## src/rtl/riscv_pkg.sv

```systemverilog
// riscv_pkg: shared widths, ALU control encodings and the ID/EX register layout.
package riscv_pkg;
  localparam int DATA_WIDTH = 32;
  localparam int ADDR_WIDTH = 5;
  localparam int CTRL_WIDTH = 4;
  typedef enum logic [CTRL_WIDTH-1:0] {
    ALU_ADD  = 4'b0000,
    ALU_SUB  = 4'b0001,
    ALU_SLL  = 4'b0010,
    ALU_SLT  = 4'b0011,
    ALU_SLTU = 4'b0100,
    ALU_XOR  = 4'b0101,
    ALU_SRL  = 4'b0110,
    ALU_SRA  = 4'b0111,
    ALU_OR   = 4'b1000,
    ALU_AND  = 4'b1001,
    ALU_LUI  = 4'b1111
  } alu_op_e;
  typedef struct packed {
    logic                  valid;
    logic                  reg_write;
    logic                  mem_read;
    logic                  alu_src;
    logic                  op1_pc;
    logic [CTRL_WIDTH-1:0] alu_ctrl;
    logic [ADDR_WIDTH-1:0] rd;
    logic [ADDR_WIDTH-1:0] rs1;
    logic [ADDR_WIDTH-1:0] rs2;
    logic [DATA_WIDTH-1:0] rd1;
    logic [DATA_WIDTH-1:0] rd2;
    logic [DATA_WIDTH-1:0] imm;
    logic [DATA_WIDTH-1:0] pc;
  } id_ex_t;
endpackage

```

## src/rtl/id_ex_operand_stage_if.sv

```systemverilog
// id_ex_operand_stage_if: decode-side inputs, bypass buses and ALU-side outputs of the ID/EX stage.
interface id_ex_operand_stage_if;
  import riscv_pkg::*;
  logic                  valid_in, alu_src_in, op1_pc_in, mem_read_in, reg_write_in;
  logic                  stall_in, flush_in;
  logic [DATA_WIDTH-1:0] rd1_in, rd2_in, imm_in, pc_in;
  logic [ADDR_WIDTH-1:0] rs1_in, rs2_in, rd_in;
  logic [CTRL_WIDTH-1:0] alu_ctrl_in;
  logic                  exm_we, mwb_we;
  logic [ADDR_WIDTH-1:0] exm_rd, mwb_rd;
  logic [DATA_WIDTH-1:0] exm_res, mwb_res;
  logic [DATA_WIDTH-1:0] op1, op2, store_data, pc_out;
  logic [CTRL_WIDTH-1:0] alu_ctrl_out;
  logic [ADDR_WIDTH-1:0] rd_out;
  logic                  reg_write_out, mem_read_out, valid_out, hazard_stall;
  modport master (
    output valid_in, alu_src_in, op1_pc_in, mem_read_in, reg_write_in, stall_in, flush_in,
           rd1_in, rd2_in, imm_in, pc_in, rs1_in, rs2_in, rd_in, alu_ctrl_in,
           exm_we, mwb_we, exm_rd, mwb_rd, exm_res, mwb_res,
    input  op1, op2, store_data, pc_out, alu_ctrl_out, rd_out,
           reg_write_out, mem_read_out, valid_out, hazard_stall
  );
  modport slave (
    input  valid_in, alu_src_in, op1_pc_in, mem_read_in, reg_write_in, stall_in, flush_in,
           rd1_in, rd2_in, imm_in, pc_in, rs1_in, rs2_in, rd_in, alu_ctrl_in,
           exm_we, mwb_we, exm_rd, mwb_rd, exm_res, mwb_res,
    output op1, op2, store_data, pc_out, alu_ctrl_out, rd_out,
           reg_write_out, mem_read_out, valid_out, hazard_stall
  );
endinterface

```

## src/rtl/id_ex_operand_stage_fwd_mux.sv

```systemverilog
// fwd_mux: priority bypass select for one source operand; x0 reads zero, EX/MEM beats MEM/WB.
module fwd_mux
  import riscv_pkg::*;
(
  input  logic [ADDR_WIDTH-1:0] src,
  input  logic [DATA_WIDTH-1:0] reg_val,
  input  logic                  exm_we,
  input  logic [ADDR_WIDTH-1:0] exm_rd,
  input  logic [DATA_WIDTH-1:0] exm_res,
  input  logic                  mwb_we,
  input  logic [ADDR_WIDTH-1:0] mwb_rd,
  input  logic [DATA_WIDTH-1:0] mwb_res,
  output logic [DATA_WIDTH-1:0] val
);
  always_comb begin
    val = (src == '0) ? '0 :
          (exm_we && exm_rd == src) ? exm_res :
          (mwb_we && mwb_rd == src) ? mwb_res : reg_val;
  end
endmodule

```

## src/rtl/id_ex_operand_stage.sv

```systemverilog
// id_ex_operand_stage: ID/EX register with operand forwarding and load-use bubble insertion.
module id_ex_operand_stage
  import riscv_pkg::*;
(
  input logic                  clk,
  input logic                  rst,
  id_ex_operand_stage_if.slave bus
);
  id_ex_t                st_q, st_d;
  logic                  hazard;
  logic [DATA_WIDTH-1:0] fwd1, fwd2;
  // A load sitting in this stage cannot feed a dependent instruction in decode.
  always_comb begin
    hazard = !bus.flush_in && st_q.valid && st_q.mem_read && st_q.rd != '0 && bus.valid_in &&
             (st_q.rd == bus.rs1_in || st_q.rd == bus.rs2_in);
  end
  always_comb begin
    st_d = st_q;
    if (bus.flush_in || (!bus.stall_in && hazard)) begin
      st_d.valid     = 1'b0;
      st_d.reg_write = 1'b0;
      st_d.mem_read  = 1'b0;
    end else if (!bus.stall_in) begin
      st_d = '{valid: bus.valid_in, reg_write: bus.valid_in & bus.reg_write_in,
               mem_read: bus.valid_in & bus.mem_read_in, alu_src: bus.alu_src_in,
               op1_pc: bus.op1_pc_in, alu_ctrl: bus.alu_ctrl_in, rd: bus.rd_in,
               rs1: bus.rs1_in, rs2: bus.rs2_in, rd1: bus.rd1_in, rd2: bus.rd2_in,
               imm: bus.imm_in, pc: bus.pc_in};
    end
  end
  always_ff @(posedge clk) begin
    if (!rst) st_q <= '0;
    else st_q <= st_d;
  end
  fwd_mux u_fwd1 (
    .src(st_q.rs1), .reg_val(st_q.rd1),
    .exm_we(bus.exm_we), .exm_rd(bus.exm_rd), .exm_res(bus.exm_res),
    .mwb_we(bus.mwb_we), .mwb_rd(bus.mwb_rd), .mwb_res(bus.mwb_res),
    .val(fwd1)
  );
  fwd_mux u_fwd2 (
    .src(st_q.rs2), .reg_val(st_q.rd2),
    .exm_we(bus.exm_we), .exm_rd(bus.exm_rd), .exm_res(bus.exm_res),
    .mwb_we(bus.mwb_we), .mwb_rd(bus.mwb_rd), .mwb_res(bus.mwb_res),
    .val(fwd2)
  );
  assign bus.op1           = st_q.op1_pc ? st_q.pc : fwd1;
  assign bus.op2           = st_q.alu_src ? st_q.imm : fwd2;
  assign bus.store_data    = fwd2;
  assign bus.alu_ctrl_out  = st_q.alu_ctrl;
  assign bus.rd_out        = st_q.rd;
  assign bus.reg_write_out = st_q.reg_write;
  assign bus.mem_read_out  = st_q.mem_read;
  assign bus.pc_out        = st_q.pc;
  assign bus.valid_out     = st_q.valid;
  assign bus.hazard_stall  = hazard;
endmodule
```

## src/flat_wrapper.sv

```systemverilog
// flat-port wrapper written by rule: the top's interface ports become plain ports
module id_ex_operand_stage_flat import riscv_pkg::*;
  (clk, rst, bus_valid_in, bus_alu_src_in, bus_op1_pc_in, bus_mem_read_in, bus_reg_write_in, bus_stall_in, bus_flush_in, bus_rd1_in, bus_rd2_in, bus_imm_in, bus_pc_in, bus_rs1_in, bus_rs2_in, bus_rd_in, bus_alu_ctrl_in, bus_exm_we, bus_mwb_we, bus_exm_rd, bus_mwb_rd, bus_exm_res, bus_mwb_res, bus_op1, bus_op2, bus_store_data, bus_pc_out, bus_alu_ctrl_out, bus_rd_out, bus_reg_write_out, bus_mem_read_out, bus_valid_out, bus_hazard_stall);
  id_ex_operand_stage_if bus_i ();
  input logic clk;
  input logic rst;
  input wire logic [$bits(bus_i.valid_in)-1:0] bus_valid_in;
  input wire logic [$bits(bus_i.alu_src_in)-1:0] bus_alu_src_in;
  input wire logic [$bits(bus_i.op1_pc_in)-1:0] bus_op1_pc_in;
  input wire logic [$bits(bus_i.mem_read_in)-1:0] bus_mem_read_in;
  input wire logic [$bits(bus_i.reg_write_in)-1:0] bus_reg_write_in;
  input wire logic [$bits(bus_i.stall_in)-1:0] bus_stall_in;
  input wire logic [$bits(bus_i.flush_in)-1:0] bus_flush_in;
  input wire logic [$bits(bus_i.rd1_in)-1:0] bus_rd1_in;
  input wire logic [$bits(bus_i.rd2_in)-1:0] bus_rd2_in;
  input wire logic [$bits(bus_i.imm_in)-1:0] bus_imm_in;
  input wire logic [$bits(bus_i.pc_in)-1:0] bus_pc_in;
  input wire logic [$bits(bus_i.rs1_in)-1:0] bus_rs1_in;
  input wire logic [$bits(bus_i.rs2_in)-1:0] bus_rs2_in;
  input wire logic [$bits(bus_i.rd_in)-1:0] bus_rd_in;
  input wire logic [$bits(bus_i.alu_ctrl_in)-1:0] bus_alu_ctrl_in;
  input wire logic [$bits(bus_i.exm_we)-1:0] bus_exm_we;
  input wire logic [$bits(bus_i.mwb_we)-1:0] bus_mwb_we;
  input wire logic [$bits(bus_i.exm_rd)-1:0] bus_exm_rd;
  input wire logic [$bits(bus_i.mwb_rd)-1:0] bus_mwb_rd;
  input wire logic [$bits(bus_i.exm_res)-1:0] bus_exm_res;
  input wire logic [$bits(bus_i.mwb_res)-1:0] bus_mwb_res;
  output wire logic [$bits(bus_i.op1)-1:0] bus_op1;
  output wire logic [$bits(bus_i.op2)-1:0] bus_op2;
  output wire logic [$bits(bus_i.store_data)-1:0] bus_store_data;
  output wire logic [$bits(bus_i.pc_out)-1:0] bus_pc_out;
  output wire logic [$bits(bus_i.alu_ctrl_out)-1:0] bus_alu_ctrl_out;
  output wire logic [$bits(bus_i.rd_out)-1:0] bus_rd_out;
  output wire logic [$bits(bus_i.reg_write_out)-1:0] bus_reg_write_out;
  output wire logic [$bits(bus_i.mem_read_out)-1:0] bus_mem_read_out;
  output wire logic [$bits(bus_i.valid_out)-1:0] bus_valid_out;
  output wire logic [$bits(bus_i.hazard_stall)-1:0] bus_hazard_stall;
  assign bus_i.valid_in = bus_valid_in;
  assign bus_i.alu_src_in = bus_alu_src_in;
  assign bus_i.op1_pc_in = bus_op1_pc_in;
  assign bus_i.mem_read_in = bus_mem_read_in;
  assign bus_i.reg_write_in = bus_reg_write_in;
  assign bus_i.stall_in = bus_stall_in;
  assign bus_i.flush_in = bus_flush_in;
  assign bus_i.rd1_in = bus_rd1_in;
  assign bus_i.rd2_in = bus_rd2_in;
  assign bus_i.imm_in = bus_imm_in;
  assign bus_i.pc_in = bus_pc_in;
  assign bus_i.rs1_in = bus_rs1_in;
  assign bus_i.rs2_in = bus_rs2_in;
  assign bus_i.rd_in = bus_rd_in;
  assign bus_i.alu_ctrl_in = bus_alu_ctrl_in;
  assign bus_i.exm_we = bus_exm_we;
  assign bus_i.mwb_we = bus_mwb_we;
  assign bus_i.exm_rd = bus_exm_rd;
  assign bus_i.mwb_rd = bus_mwb_rd;
  assign bus_i.exm_res = bus_exm_res;
  assign bus_i.mwb_res = bus_mwb_res;
  assign bus_op1 = bus_i.op1;
  assign bus_op2 = bus_i.op2;
  assign bus_store_data = bus_i.store_data;
  assign bus_pc_out = bus_i.pc_out;
  assign bus_alu_ctrl_out = bus_i.alu_ctrl_out;
  assign bus_rd_out = bus_i.rd_out;
  assign bus_reg_write_out = bus_i.reg_write_out;
  assign bus_mem_read_out = bus_i.mem_read_out;
  assign bus_valid_out = bus_i.valid_out;
  assign bus_hazard_stall = bus_i.hazard_stall;
  id_ex_operand_stage u_core (.clk(clk), .rst(rst), .bus(bus_i));
endmodule
```

## config.mk

```make
export PLATFORM = sky130hd
export DESIGN_NAME = id_ex_operand_stage_flat
export DESIGN_NICKNAME = d
export VERILOG_FILES = /design/src/rtl/riscv_pkg.sv /design/src/rtl/id_ex_operand_stage_if.sv /design/src/rtl/id_ex_operand_stage_fwd_mux.sv /design/src/rtl/id_ex_operand_stage.sv /design/src/flat_wrapper.sv
export SDC_FILE = /design/constraint.sdc
export NUM_CORES = 1
export LEC_CHECK = 0
export CAP_MARGIN = 20
export CORE_ASPECT_RATIO = 1.2
export CORE_MARGIN = 2
export CORE_UTILIZATION = 49
export CTS_CLUSTER_SIZE = 8
export DETAILED_ROUTE_END_ITERATION = 7
export GPL_TIMING_DRIVEN = 0
export PLACE_DENSITY = 0.91
export SLEW_MARGIN = 20
export SYNTH_ARGS = -nofsm -noshare
export SYNTH_HDL_FRONTEND = slang
export SYNTH_HIERARCHICAL = 1
export SYNTH_SLANG_ARGS = --single-unit
```

## constraint.sdc

```tcl
create_clock -name clk -period 3.5 [get_ports clk]
set_input_delay 0.7 -clock clk [delete_from_list [all_inputs] [get_ports clk]]
set_output_delay 0.7 -clock clk [all_outputs]
set_load 0.02 [all_outputs]
```

==> results_tabular.tex <==
\begin{tabular}{lr}
\hline
Metric & Value \\
\hline
\multicolumn{2}{l}{\textbf{GRT}} \\
\quad Number of global-route vias before repair & roughly 11000 \\
\quad GRT Resource Usage Total & 0.393 \\
\quad Wire length of the first global-routing pass & around 64000 um \\
\quad Global route total overflow & 0 \\
\quad Largest net degree at the start of global routing & 17 \\
\quad Antenna violations before repair & 1 \\
\multicolumn{2}{l}{\textbf{CTS}} \\
\quad Clock tree buffer depth & 2 \\
\quad Count of H-tree levels built during CTS & 4 \\
\quad Cts-stage hold buffer count & 0 \\
\quad Number of buffers created by CTS & 17 \\
\quad Clock-pin slew reported for the worst setup and hold paths after clock tree synthesis & about 0.06 ns \\
\quad Clock tree from TritonCTS & yes \\
\quad Clock Latency Late Sink & 0.43 ns \\
\quad Number of sinks on the clock net & 152 \\
\quad Clock Tree Root & clkbuf\_16 \\
\multicolumn{2}{l}{\textbf{Power and ir drop}} \\
\quad Combinational power share & 0.288 \\
\quad Flop pwr share & 0.363 \\
\quad Internal power component & $\sim$3500 uW \\
\quad Part of the power in the clock network & 0.349 \\
\quad Static leakage & 0.00581 uW \\
\quad Sw power & approximately 1700 uW \\
\quad Switching part of the total power & 0.325 \\
\quad Total power density per cell area & 337 nW/um\^{}2 \\
\quad Maximum vdd ir drop & 0.356 mV \\
\multicolumn{2}{l}{\textbf{Worst setup path}} \\
\quad Cell family with the largest share of critical-path delay & buffers and inverters \\
\quad Worst path bufs/invs & 4 \\
\quad Worst R2R Setup Slack & 1.35 ns \\
\quad Critical path data required time & 2.80 ns \\
\quad Worst endpoint data arrival time & about 2.8 ns \\
\quad Type of the setup path with the least slack & in -> out \\
\quad Worst r2r dst & u\_core/st\_q[72] \\
\quad CP peak stage delay & 0.41 ns \\
\quad Launch instance of the worst register-to-register path & u\_core/bus.rd\_out[0] \\
\quad Worst Setup Start Kind & primary input \\
\quad Sort of element at the end of the critical path & primary output \\
\quad Largest fanout on the critical path & 10 \\
\quad Cells along the critical path & dlygate4sd2\_1 > xnor2\_2 > and4\_4 > buf\_4 > clkbuf\_4 > nand4\_1 > a311oi\_2 > mux2\_2 > buf\_2 \\
\quad Crit-path slowest cell & a311oi\_2 \\
\quad Depth of the most critical reg-to-reg path & 7 \\
\multicolumn{2}{l}{\textbf{Synth}} \\
\quad Cells after synthesis & 1185 \\
\quad Average size of a mapped cell & just over 8 sq um \\
\quad Mapped cell area & approximately 10000 sq um \\
\quad Mapped Nets & approximately 1400 \\
\quad Number of unique standard cell types used by synthesis & 35 \\
\quad Synth Register Bits & $\sim$150 \\
\quad Total of warnings raised by yosys & 6 \\
\quad Post-synthesis sequential area ratio & 0.311 \\
\multicolumn{2}{l}{\textbf{Finish}} \\
\quad Sequential cell area in the final layout & just over 3000 sq um \\
\quad Most common library cell in the layout ignoring fill and taps & nand2\_1 \\
\quad Fin util & 0.791 \\
\quad Commonest cells after routing, fill and taps aside & nand2\_1, clkdlybuf4s50\_1, dfxtp\_1, mux2i\_1, buf\_4 \\
\quad Layout filler cell count & around 1300 \\
\quad Area growth syn-to-layout & 58.1\% \\
\quad Number of nets in the layout & 1822 \\
\quad Area used by multi-input combinational logic & between 6000 and 7000 sq um \\
\quad Fraction of layout instances using a drive strength above 1 & 0.255 \\
\multicolumn{2}{l}{\textbf{Detailed routing}} \\
\quad Total Wirelength & 43400 um \\
\quad Antenna Nets Post-Route & 0 \\
\quad Detailed-route vias per instance & $\sim$6.0 \\
\quad Detailed Route Iter0 Violations & around 1200 \\
\quad Drt wl/cell & between 20 and 25 um \\
\quad First-pass detailed-route iteration total & 6 \\
\quad Via Count & about 11000 \\
\quad DRC & 0 \\
\multicolumn{2}{l}{\textbf{Die}} \\
\quad Horizontal die dimension & roughly 130 um \\
\quad Die Area & around 21000 sq um \\
\quad Number of top-level pins & about 370 \\
\quad Floorplan Core Area & between 15000 and 20000 sq um \\
\quad Starting utilization of the core area & 0.500 \\
\quad Height of the die & 159 um \\
\quad Number of rows created at floorplan & 56 \\
\multicolumn{2}{l}{\textbf{Status}} \\
\quad Violations in the final reports & negative setup slack \\
\quad Result of the run & finished, violations left \\
\multicolumn{2}{l}{\textbf{STA}} \\
\quad Clock Skews & $\sim$0.012 ns \\
\quad Setup TNS Final & -0.00175 ns \\
\quad Final hold violations & 0 \\
\quad Timing-limited maximum frequency & between 200 and 300 MHz \\
\quad Worst slew pin tran & approximately 0.95 ns \\
\quad Setup repair after global routing missed its margin & false \\
\quad Final period utilization & 1.00 \\
\quad Tightest slew margin relative to the limit & 0.367 \\
\quad Final setup vio count & 1 \\
\quad Final number of max-transition violations & 0 \\
\quad Fin crit period & roughly 3.5 ns \\
\quad Post-route worst setup slack & -0.00175 ns \\
\multicolumn{2}{l}{\textbf{Min path}} \\
\quad Hold crit path type & reg -> reg \\
\quad Hold Path End & u\_core/st\_q[99] \\
\quad Hold Path Origin & u\_core/st\_q[99] \\
\quad Worst Hold Path Cells & 2 \\
\multicolumn{2}{l}{\textbf{Placement}} \\
\quad Placer's final routability congestion estimate & 0.980 \\
\quad Port-buffer cells & 370 \\
\quad Detailed placer's ending HPWL & between 30000 and 40000 um \\
\multicolumn{2}{l}{\textbf{Job}} \\
\quad \# Max-Cap Violations & 0 \\
\hline
\end{tabular}
==> area by class of cell <==
| class | count | area share |
|---|---|---|
| antenna | 3 | 0.000486 |
| buffer | 161 | 0.0702 |
| clock buffer | 19 | 0.0286 |
| clock inverter | 13 | 0.00777 |
| inverter | 2 | 0.000486 |
| multi-input combinational | 868 | 0.436 |
| sequential | 152 | 0.197 |
| tap | 261 | 0.0211 |
| timing repair buffer | 388 | 0.239 |
==> cell usage after synthesis <==
master    instances  area, sq um
xor2_1           10         87.6
or2_1             2         12.5
a211oi_1         36          270
nor2b_1           1         6.26
clkbuf_1         87          327
nor3_1           66          330
buf_2            14         70.1
xnor2_1          18          158
o31a_1            1         8.76
a311oi_1          8         70.1
o21ai_0          62          310
a22oi_1           1         7.51
a311oi_2         20          300
nand2_1         303         1140
dfxtp_1         152         3040
nand4_1          32          200
nand4b_1          1         8.76
o22a_1           36          315
o31ai_1           1         7.51
buf_1             2         7.51
o41ai_1           2         17.5
buf_8            11          165
buf_4            45          338
xnor2_2           2         32.5
and4_1            2         17.5
inv_1             2         7.51
or4_1             3         22.5
buf_6             3         33.8
nor3_2            1         10.0
mux2i_1         149         1490
o21ai_1           2         10.0
nand3_1          39          195
buf_12            1         20.0
nor2_1            6         22.5
mux2_2           64          721
==> registers in the layout (all words and copies together), names as in the netlist <==
| register | flops |
|---|---|
| u_core/bus.mem_read_out | 1 |
| u_core/bus.valid_out | 1 |
| u_core/st_q | 108 |
| u_core/bus.pc_out | 32 |
| u_core/bus.reg_write_out | 1 |
| u_core/bus.rd_out | 5 |
| u_core/bus.alu_ctrl_out | 4 |
==> metrics by stage <==
stage	setup WS, ns	cell area, sq um	total power, uW	hold slack (ns)	cells
floorplan	0.323	9780	2590	0.431	1185
global placement	-1.07	13800	3220	0.439	1816
detailed placement	-1.10	13800	3240	0.445	1816
CTS	0.00447	15300	5120	0.458	1860
global route	0.00330	15500	5340	0.476	1865
finish	-0.00175	15500	5210	0.459	1867
==> cells by family (layout without fill, tap and decap cells) <==
family	count (synthesis)	after routing	synth area share
muxes	213	213	0.226
and+or+nand+nor	456	456	0.201
other	0	3	0
buffers and inverters	165	583	0.0990
AOI/OAI and AO/OA	169	169	0.135
DFF	152	152	0.311
xor gates and xnor gates	30	30	0.0284
==> metal layers <==
metal	share of wire	up-vias	global-route usage
met3	0.096	194	0.103
met2	0.49	744	0.685
met1	0.35	5340	0.429
met4	0.060	0	0.224
li1	-	4959	-
met5	0	-	0
==> power groups by stage <==
| stage | Clock (uW) | Combinational [uW] | Sequential (uW) |
|---|---|---|---|
| 2_1_floorplan | 0 | 694 | 1900 |
| 3_3_place_gp | 0 | 1300 | 1920 |
| 3_5_place_dp | 0 | 1320 | 1920 |
| 4_1_cts | 1800 | 1440 | 1890 |
| 5_1_grt | 1890 | 1560 | 1900 |
| 6_report | 1820 | 1500 | 1890 |
==> worst max-delay path by stage <==
stage | from | slack [ns] | to | cells after the start
2_1_floorplan | bus_mwb_rd[2] | 0.32 | bus_op2[29] | 7
3_3_place_gp | bus_exm_rd[0] | -1.07 | bus_op2[1] | 8
3_5_place_dp | bus_exm_rd[0] | -1.10 | bus_op2[1] | 8
4_1_cts | u_core/st_q[131] | 0.004 | bus_op2[5] | 6
5_1_grt | bus_mwb_rd[2] | 0.003 | bus_op1[29] | 9
6_report | bus_mwb_rd[2] | -0.002 | bus_op1[29] | 9
==> tightest hold or removal path, delay by kind of cell (launching register included) <==
kind	cells	cell delay, ns
DFF	1	0.31
muxes	1	0.05
and+or+nand+nor	1	0.05
==> repair_timing <==
action | in CTS | in global routing
gates resized for setup | 494 | 52
pin swaps | 52 | 15
gates cloned | 2 | 0
setup endpoints to repair | 96 | 63
setup buffers | 13 | 4
Power figures use the tool's default switching activity.
